## src/rtl/io_bus_pkg.sv

```systemverilog
// Shared types and helpers for the IO-bus parallel-I/O slave: bus FSM states,
// register offsets within a channel's four-word window, and byte-lane merging.
package io_bus_pkg;

  typedef enum logic [1:0] {
    IDLE = 2'd0,
    WAIT = 2'd1,
    ACK  = 2'd2,
    DONE = 2'd3
  } bus_state_e;

  localparam logic [1:0] REG_OUT  = 2'd0;
  localparam logic [1:0] REG_IN   = 2'd1;
  localparam logic [1:0] REG_MASK = 2'd2;
  localparam logic [1:0] REG_EDGE = 2'd3;

  function automatic logic [7:0] lane_merge(input logic [7:0] old_v,
                                            input logic [7:0] new_v,
                                            input logic       be);
    return be ? new_v : old_v;
  endfunction

endpackage

```

## src/rtl/io_pio_channel.sv

```systemverilog
// One PIO channel: input synchroniser, rising-edge capture, and the OUT, MASK
// and EDGE registers written through a single strobe plus register select.
module io_pio_channel
  import io_bus_pkg::*;
#(
  parameter int DATA_W = 16
) (
  input  logic                clk_i,
  input  logic                rst_ni,
  input  logic [DATA_W-1:0]   pio_i,
  input  logic                wr_stb_i,
  input  logic [1:0]          reg_sel_i,
  input  logic [DATA_W-1:0]   wdata_i,
  input  logic [DATA_W/8-1:0] be_i,
  output logic [DATA_W-1:0]   out_o,
  output logic [DATA_W-1:0]   in_o,
  output logic [DATA_W-1:0]   mask_o,
  output logic [DATA_W-1:0]   edge_o,
  output logic                irq_o
);

  localparam int NB = DATA_W / 8;

  logic [DATA_W-1:0] sync1_q, sync2_q, prev_q;
  logic [DATA_W-1:0] out_q, out_d;
  logic [DATA_W-1:0] mask_q, mask_d;
  logic [DATA_W-1:0] edge_q, edge_d;
  logic [DATA_W-1:0] clr, rise;

  always_comb begin
    out_d  = out_q;
    mask_d = mask_q;
    clr    = '0;
    for (int b = 0; b < NB; b++) begin
      if (wr_stb_i && reg_sel_i == REG_OUT)
        out_d[b*8 +: 8] = lane_merge(out_q[b*8 +: 8], wdata_i[b*8 +: 8], be_i[b]);
      if (wr_stb_i && reg_sel_i == REG_MASK)
        mask_d[b*8 +: 8] = lane_merge(mask_q[b*8 +: 8], wdata_i[b*8 +: 8], be_i[b]);
      if (wr_stb_i && reg_sel_i == REG_EDGE)
        clr[b*8 +: 8] = lane_merge(8'h00, wdata_i[b*8 +: 8], be_i[b]);
    end
    rise = sync2_q & ~prev_q;
    // A fresh edge overrides a simultaneous write-1-to-clear.
    edge_d = (edge_q & ~clr) | rise;
  end

  always_ff @(posedge clk_i or negedge rst_ni) begin
    if (!rst_ni) begin
      sync1_q <= '0;
      sync2_q <= '0;
      prev_q  <= '0;
      out_q   <= '0;
      mask_q  <= '0;
      edge_q  <= '0;
    end else begin
      sync1_q <= pio_i;
      sync2_q <= sync1_q;
      prev_q  <= sync2_q;
      out_q   <= out_d;
      mask_q  <= mask_d;
      edge_q  <= edge_d;
    end
  end

  assign out_o  = out_q;
  assign in_o   = sync2_q;
  assign mask_o = mask_q;
  assign edge_o = edge_q;
  assign irq_o  = |(edge_q & mask_q);

endmodule

```

## src/rtl/io_bus_pio.sv

```systemverilog
// IO-bus PIO slave: bus handshake FSM with wait states, address decode,
// read mux across channels and a registered level interrupt.
module io_bus_pio
  import io_bus_pkg::*;
#(
  parameter int DATA_W      = 16,
  parameter int ADDR_W      = 12,
  parameter int NUM_CH      = 4,
  parameter int WAIT_CYCLES = 1
) (
  input  logic                     clk,
  input  logic                     reset_n,
  input  logic                     bus_enable,
  input  logic [ADDR_W-1:0]        address,
  input  logic                     rw,
  input  logic [DATA_W/8-1:0]      byte_enable,
  input  logic [DATA_W-1:0]        write_data,
  output logic [DATA_W-1:0]        read_data,
  output logic                     acknowledge,
  output logic                     irq,
  input  logic [NUM_CH*DATA_W-1:0] pio_in,
  output logic [NUM_CH*DATA_W-1:0] pio_out
);

  localparam logic [3:0] WAIT_LOAD = 4'((WAIT_CYCLES > 0) ? WAIT_CYCLES - 1 : 0);

  bus_state_e state_q, state_d;
  logic [3:0] cnt_q, cnt_d;
  logic       capture;

  logic [ADDR_W-2:0]   word_q;
  logic                rw_q;
  logic [DATA_W/8-1:0] be_q;
  logic [DATA_W-1:0]   wdata_q;
  logic                irq_q;

  logic [1:0]        reg_sel;
  logic [ADDR_W-4:0] ch_sel;
  logic [DATA_W-1:0] rd_mux;
  logic              unused_addr_lsb;

  logic [DATA_W-1:0] ch_out  [NUM_CH];
  logic [DATA_W-1:0] ch_in   [NUM_CH];
  logic [DATA_W-1:0] ch_mask [NUM_CH];
  logic [DATA_W-1:0] ch_edge [NUM_CH];
  logic [NUM_CH-1:0] ch_irq;
  logic [NUM_CH-1:0] ch_wr;

  assign unused_addr_lsb = address[0];

  always_comb begin
    state_d = state_q;
    cnt_d   = cnt_q;
    capture = 1'b0;
    case (state_q)
      IDLE: begin
        if (bus_enable) begin
          capture = 1'b1;
          if (WAIT_CYCLES == 0) begin
            state_d = ACK;
          end else begin
            state_d = WAIT;
            cnt_d   = WAIT_LOAD;
          end
        end
      end
      WAIT: begin
        if (cnt_q == 4'd0) state_d = ACK;
        else               cnt_d   = cnt_q - 4'd1;
      end
      ACK:     state_d = DONE;
      // Master keeps bus_enable high until it sees acknowledge; wait for release.
      DONE:    if (!bus_enable) state_d = IDLE;
      default: state_d = IDLE;
    endcase
  end

  always_ff @(posedge clk or negedge reset_n) begin
    if (!reset_n) begin
      state_q <= IDLE;
      cnt_q   <= '0;
      irq_q   <= 1'b0;
    end else begin
      state_q <= state_d;
      cnt_q   <= cnt_d;
      irq_q   <= |ch_irq;
    end
  end

  always_ff @(posedge clk) begin
    if (capture) begin
      word_q  <= address[ADDR_W-1:1];
      rw_q    <= rw;
      be_q    <= byte_enable;
      wdata_q <= write_data;
    end
  end

  assign reg_sel = word_q[1:0];
  assign ch_sel  = word_q[ADDR_W-2:2];

  // Unmatched channel numbers fall through: read 0, no write strobe.
  always_comb begin
    rd_mux = '0;
    ch_wr  = '0;
    for (int c = 0; c < NUM_CH; c++) begin
      if (32'(ch_sel) == 32'(c)) begin
        ch_wr[c] = (state_q == ACK) && !rw_q;
        case (reg_sel)
          REG_OUT:  rd_mux = ch_out[c];
          REG_IN:   rd_mux = ch_in[c];
          REG_MASK: rd_mux = ch_mask[c];
          default:  rd_mux = ch_edge[c];
        endcase
      end
    end
  end

  assign acknowledge = (state_q == ACK);
  assign read_data   = (state_q == ACK && rw_q) ? rd_mux : '0;
  assign irq         = irq_q;

  for (genvar c = 0; c < NUM_CH; c++) begin : g_ch
    io_pio_channel #(
      .DATA_W (DATA_W)
    ) u_ch (
      .clk_i     (clk),
      .rst_ni    (reset_n),
      .pio_i     (pio_in[c*DATA_W +: DATA_W]),
      .wr_stb_i  (ch_wr[c]),
      .reg_sel_i (reg_sel),
      .wdata_i   (wdata_q),
      .be_i      (be_q),
      .out_o     (ch_out[c]),
      .in_o      (ch_in[c]),
      .mask_o    (ch_mask[c]),
      .edge_o    (ch_edge[c]),
      .irq_o     (ch_irq[c])
    );
    assign pio_out[c*DATA_W +: DATA_W] = ch_out[c];
  end

endmodule
```

## config.mk

```make
export PLATFORM = sky130hd
export DESIGN_NAME = io_bus_pio
export DESIGN_NICKNAME = d
export VERILOG_FILES = /design/src/rtl/io_bus_pkg.sv /design/src/rtl/io_pio_channel.sv /design/src/rtl/io_bus_pio.sv
export SDC_FILE = /design/constraint.sdc
export NUM_CORES = 1
export LEC_CHECK = 0
export BUFFER_PORTS_ARGS = -buffer_cell sky130_fd_sc_hd__buf_2
export CORE_UTILIZATION = 45
export CTS_CLUSTER_DIAMETER = 40
export CTS_CLUSTER_SIZE = 30
export DETAILED_ROUTE_END_ITERATION = 10
export PLACE_DENSITY = 0.65
export REMOVE_ABC_BUFFERS = 1
export SETUP_SLACK_MARGIN = 0.05
export SLEW_MARGIN = 20
export SYNTH_ARGS = -nofsm -noshare
export SYNTH_HDL_FRONTEND = slang
export SYNTH_SLANG_ARGS = --single-unit
```

## constraint.sdc

```tcl
create_clock -name clk -period 4.9 [get_ports clk]
set_input_delay 0.98 -clock clk [delete_from_list [all_inputs] [get_ports clk]]
set_output_delay 0.98 -clock clk [all_outputs]
set_load 0.02 [all_outputs]
```

## Word level (Yosys, flattened, before mapping)

Index checks and enable logic that the tools add are counted.

- Flip-flop bits (word level): 421
- Input port bits: 98
- Logic and storage cells: 148

- Add/sub/neg operators: 1
- Eq/ne operators: 13
- Multiplexer cells: 32
- Bitwise logic cells: 24
- Reduce and logical (&&, ||, !) cells: 39

Operator list:

| cell | count |
|---|---|
| $and 16x16->16 | 12 |
| $pmux 16 s3 | 4 |
| $not 16->16 | 8 |
| $mux 16 | 5 |
| $mux 8 | 10 |
| $or 16x16->16 | 4 |
| $reduce_or 64->1 | 1 |
| $reduce_and 2->1 | 16 |
| $eq 9x2->1 const B | 2 |
| $logic_and 1x1->1 | 14 |
| $eq 9x1->1 const B | 1 |
| $logic_not 9->1 | 1 |
| $eq 2x2->1 const B | 4 |
| $mux 4 | 2 |
| $ne 2x2->1 const B | 4 |
| $pmux 2 s4 | 1 |
| $pmux 4 s2 | 1 |
| $mux 1 | 6 |
| $mux 2 | 3 |
| $reduce_and 3->1 | 2 |
| $eq 2x1->1 const B | 2 |
| $logic_not 2->1 | 2 |
| $logic_not 4->1 | 1 |
| $sub 4x1->4 const B | 1 |
| 2 further kinds | 2 |

## Depth between registers and ports, before layout

- Word-level depth: 8
- Depth in mapped cells: 8
- Depth with buffers taken out: 6

## By module

A second synthesis with hierarchy kept.

- Cells, all modules: 1,063
- Area total of the unflattened synthesis: 16,370.7 um^2

Modules (own cells, without submodules):

| module | times used | cells an instance | area each (um^2) | seq. area each (um^2) |
|---|---|---|---|---|
| io_pio_channel | 4 | 196 | 3,194.3 | 2,402.3 |
| io_bus_pio | 1 | 279 | 3,593.4 | 1,076.0 |

## Least setup slack after synthesis

Ideal clock, no wire load.

- Kind: register -> output
- Start point: register word_q[1]
- End point: output read_data[13]
- Data arrival time: 2.037 ns
- Path slack: 1.883 ns
- Stages on the path, launching flop included: 7
- Buffers on the path: 2
- Cell sequence: edfxtp_1 buf_2 buf_1 mux4_2 inv_1 o22ai_1 a221o_1

- Word-level cells in the longest chain between the ends: 7
- Elaborated cells on any way between the ends: 12
- Those cells by class: eq/ne: 2; mux: 9; reduce/logical: 1

RTL lines:

| item | RTL line | source |
|---|---|---|
| from (decl) | io_bus_pio.sv:31 | `logic [ADDR_W-2:0] word_q;` |
| from (signal assigned) | io_bus_pio.sv:92 | `word_q <= address[ADDR_W-1:1];` |
| $eq 2x2->1, or another cell as far along | io_bus_pio.sv:109 | `case (reg_sel)` |
| $pmux 16 s3 | io_bus_pio.sv:109 |  |
| $mux 16 (3 in series) | io_bus_pio.sv:107 | `if (32'(ch_sel) == 32'(c)) begin` |
| $mux 16 * | io_bus_pio.sv:107 |  |
| $mux 16 * | io_bus_pio.sv:120 | `assign read_data = (state_q == ACK && rw_q) ? rd_mux : '0;` |
| to (decl) | io_bus_pio.sv:18 | `output logic [DATA_W-1:0] read_data,` |

Mark *: on every way between the ends. The rest lies on a longest branch, timed or not.

## Worst setup path in the final report

- Start point: register word_q[6]
- End point: output read_data[13]

- Word-level cells in the longest chain between the ends: 6
- Elaborated cells on any way between the ends: 9
- Those cells by class: eq/ne: 3; mux: 5; reduce/logical: 1

RTL lines:

| item | RTL line |
|---|---|
| $logic_not 9->1 | io_bus_pio.sv:107 |
| $mux 16 (3 in series) | io_bus_pio.sv:107 |
| $mux 16 * | io_bus_pio.sv:107 |
| $mux 16 * | io_bus_pio.sv:120 |

Marks and branches as above.

==> impl_results.md <==
* CTS root buf: clkbuf_16
* Layout overhead on the synthesized area at 20.4%
* Fmax at 0.237 GHz
* Outcome: completed
* WL final at 44000 um
* Clk pin slew, worst setup/hold paths at 60 ps
* FF/Latch Area at 10700 um2
* Maximum vdd drop at 0.000369 V
* Slew @ Worst Pin at 1000 ps
* Largest net degree at the start of global routing at 109
* HP Class: flop to flop
* Setup ws final at 682 ps
* Die W at 192 um
* Kind of critical path: flop to output port
* Layout fillers at 2964
* Crit-path max FO at 9
* Die height at 192 um
* Vias in the first global route at 10588
* Flip-flop and latch count after synthesis at 421
* Final Hold Viols at 0
* Worst skew pair latency at 590 ps
* Area after DPL at 17900 um2
* # diodes at 0
* Synthesized area per cell at 15.2 um2
* Worst Clk Skew at 18.0 ps
* Initial antenna violation count at 0
* Iter 0 DRT Violations at 962
* Final core occ at 55.1%
* Pleak at 9.09 nW
* Iteration count of the initial detailed-routing pass at 5
* Synth Warn # at 0
* GRT Util Overall at 24.9%
* Max cap viols at 0
* Max-slew headroom at 33.2%
* Design area at 19600 um2
* Multi-input logic area at 5070 um2
* Total clock sinks at 421
* Cts repair resizes at 0
* H-Tree Depth at 2
* Share of layout cells above drive strength 1 at 37.7%
* Final Cycle Share at 86.1%
* Syn Inst Count at 1074
* CP Data Arrival Time at 3240 ps
* Initial Util at 45.8%
* First-pass GRT wire length at 66300 um
* Cts bufs inserted at 50
* Final antenna-violating net count at 0
* Avg WL per Cell at 24.4 um
* Vias at 10128
* Area of the die at 36900 um2
* Setup_tns at 0 ps
* Core ar. at 35600 um2
* Period minus WS final at 4220 ps
* Postcts setup bufs at 0
* DRC at 0
* Synth async-reset ratio at 92.9%
* Final net count at 1401
* Final setup viols at 0
* CTS tree: built
* PortBufs at 178
* Max Root-Sink Buffers at 3
* Register area share after synthesis at 65.7%
* Crit. End Element: output port
* Num ports at 180
* Top FF cell, synth: dfrtp_1
* Commonest cells after routing, fill and taps aside: dfrtp_1, buf_2, mux2_2
* Max Slew Vio Count at 0
* CP required at 3920 ps
* Critical path launch point type: flop
* Rows at 69
* Placement Setup Slack at 1350 ps
* GP Congestion at 0.847
* Vias per Instance at 5.63
* DP HPWL at 30200 um
* Hold WS at 344 ps
* Commonest non-fill, non-tap cell in the layout: dfrtp_1
* Remaining global-route overflow at 0
* RSZ-0062 raised after global routing: no
* Power density over the cells at 416 nW/um2
* Synth Cell Area at 16300 um2
* EDFF count, synth at 30
* Library cells used by synthesis at 43
* Cts hold-fix bufs at 0
-- area by class of cell --
class	instances	area share, %
clock inverters	36	1.96
flip-flops and latches	421	54.5
repair buffers	207	6.16
clock buffers	58	6.59
inverters	99	1.90
well taps	461	2.94
multi-input cells	518	25.9
-- worst paths after layout --
kind	from	to	slack, ps	cells past startpoint
max	word_q[6]	read_data[13]	680	6
min	g_ch[2].u_ch.sync1_q[15]	g_ch[2].u_ch.in_o[15]	340	0
max reg2reg	state_q[0]	g_ch[0].u_ch.out_o[15]	1840	6
min reg2reg	g_ch[2].u_ch.sync1_q[15]	g_ch[2].u_ch.in_o[15]	340	0
max in group asynchronous	reset_n	g_ch[3].u_ch.in_o[0]	3420	2
min in group asynchronous	reset_n	g_ch[1].u_ch.sync1_q[6]	430	1
-- critical path, cell delays in order (launching register included) --
cell and delay, ps:
edfxtp_1 400, nor4_4 580, nand3_1 620, buf_4 410, o22ai_1 240, a221o_1 210
buf_2 170
-- cell usage after synthesis (all sizes together), types with 16 or more instances --
| master | count | area share [%] |
|---|---|---|
| o21ai | 100 | 3.1 |
| buf | 16 | 0.56 |
| a22o | 17 | 0.91 |
| a221oi | 18 | 0.97 |
| a21oi | 18 | 0.55 |
| nor2b | 36 | 1.4 |
| mux4 | 64 | 8.9 |
| edfxtp | 30 | 5.5 |
| mux2 | 129 | 9.1 |
| clkbuf | 20 | 0.46 |
| nand2 | 25 | 0.58 |
| dfrtp | 391 | 60 |
| o31ai | 16 | 0.74 |
| inv | 99 | 2.3 |
-- logic make-up after synthesis --
family	count (synthesis)	share of synthesized area (%)
muxes	194	18.0
DFF	421	65.7
AOI/OAI and AO/OA	204	7.99
adders and majority gates	6	0.461
and+or+nand+nor	114	4.55
buffers and inverters	135	3.31
-- stage by stage --
step                cells  total power, mW
finish               1800             8.16
global route         1800             8.45
CTS                  1800             8.25
detailed placement   1706             4.57
global placement     1706             4.55
floorplan            1038             4.23
-- sequential cells by signal, indices dropped and copies added (netlist names), 2 cells and up --
signal / flops
be_q: 2
g_ch.u_ch.mask_o: 64
g_ch.u_ch.in_o: 64
word_q: 11
g_ch.u_ch.edge_o: 64
g_ch.u_ch.prev_q: 64
g_ch.u_ch.out_o: 64
state_q: 2
cnt_q: 4
g_ch.u_ch.sync1_q: 64
wdata_q: 16
-- per-layer routing --
metal / wire length, um / global-route usage [%]
met5: 0 / 0
met4: 1700 / 11.7
met3: 3180 / 5.76
met2: 20500 / 37.5
met1: 18500 / 34.3
-- power breakdown --
| part | leakage (nW) | total [mW] | switching [mW] | internal, mW |
|---|---|---|---|---|
| Sequential | 4.96 | 3.82 | 0.151 | 3.67 |
| Clock | 0.799 | 3.66 | 1.59 | 2.07 |
| Combinational | 3.33 | 0.682 | 0.397 | 0.286 |
| Total | 9.09 | 8.16 | 2.14 | 6.02 |
No activity file was read; power rests on OpenSTA's default activity.
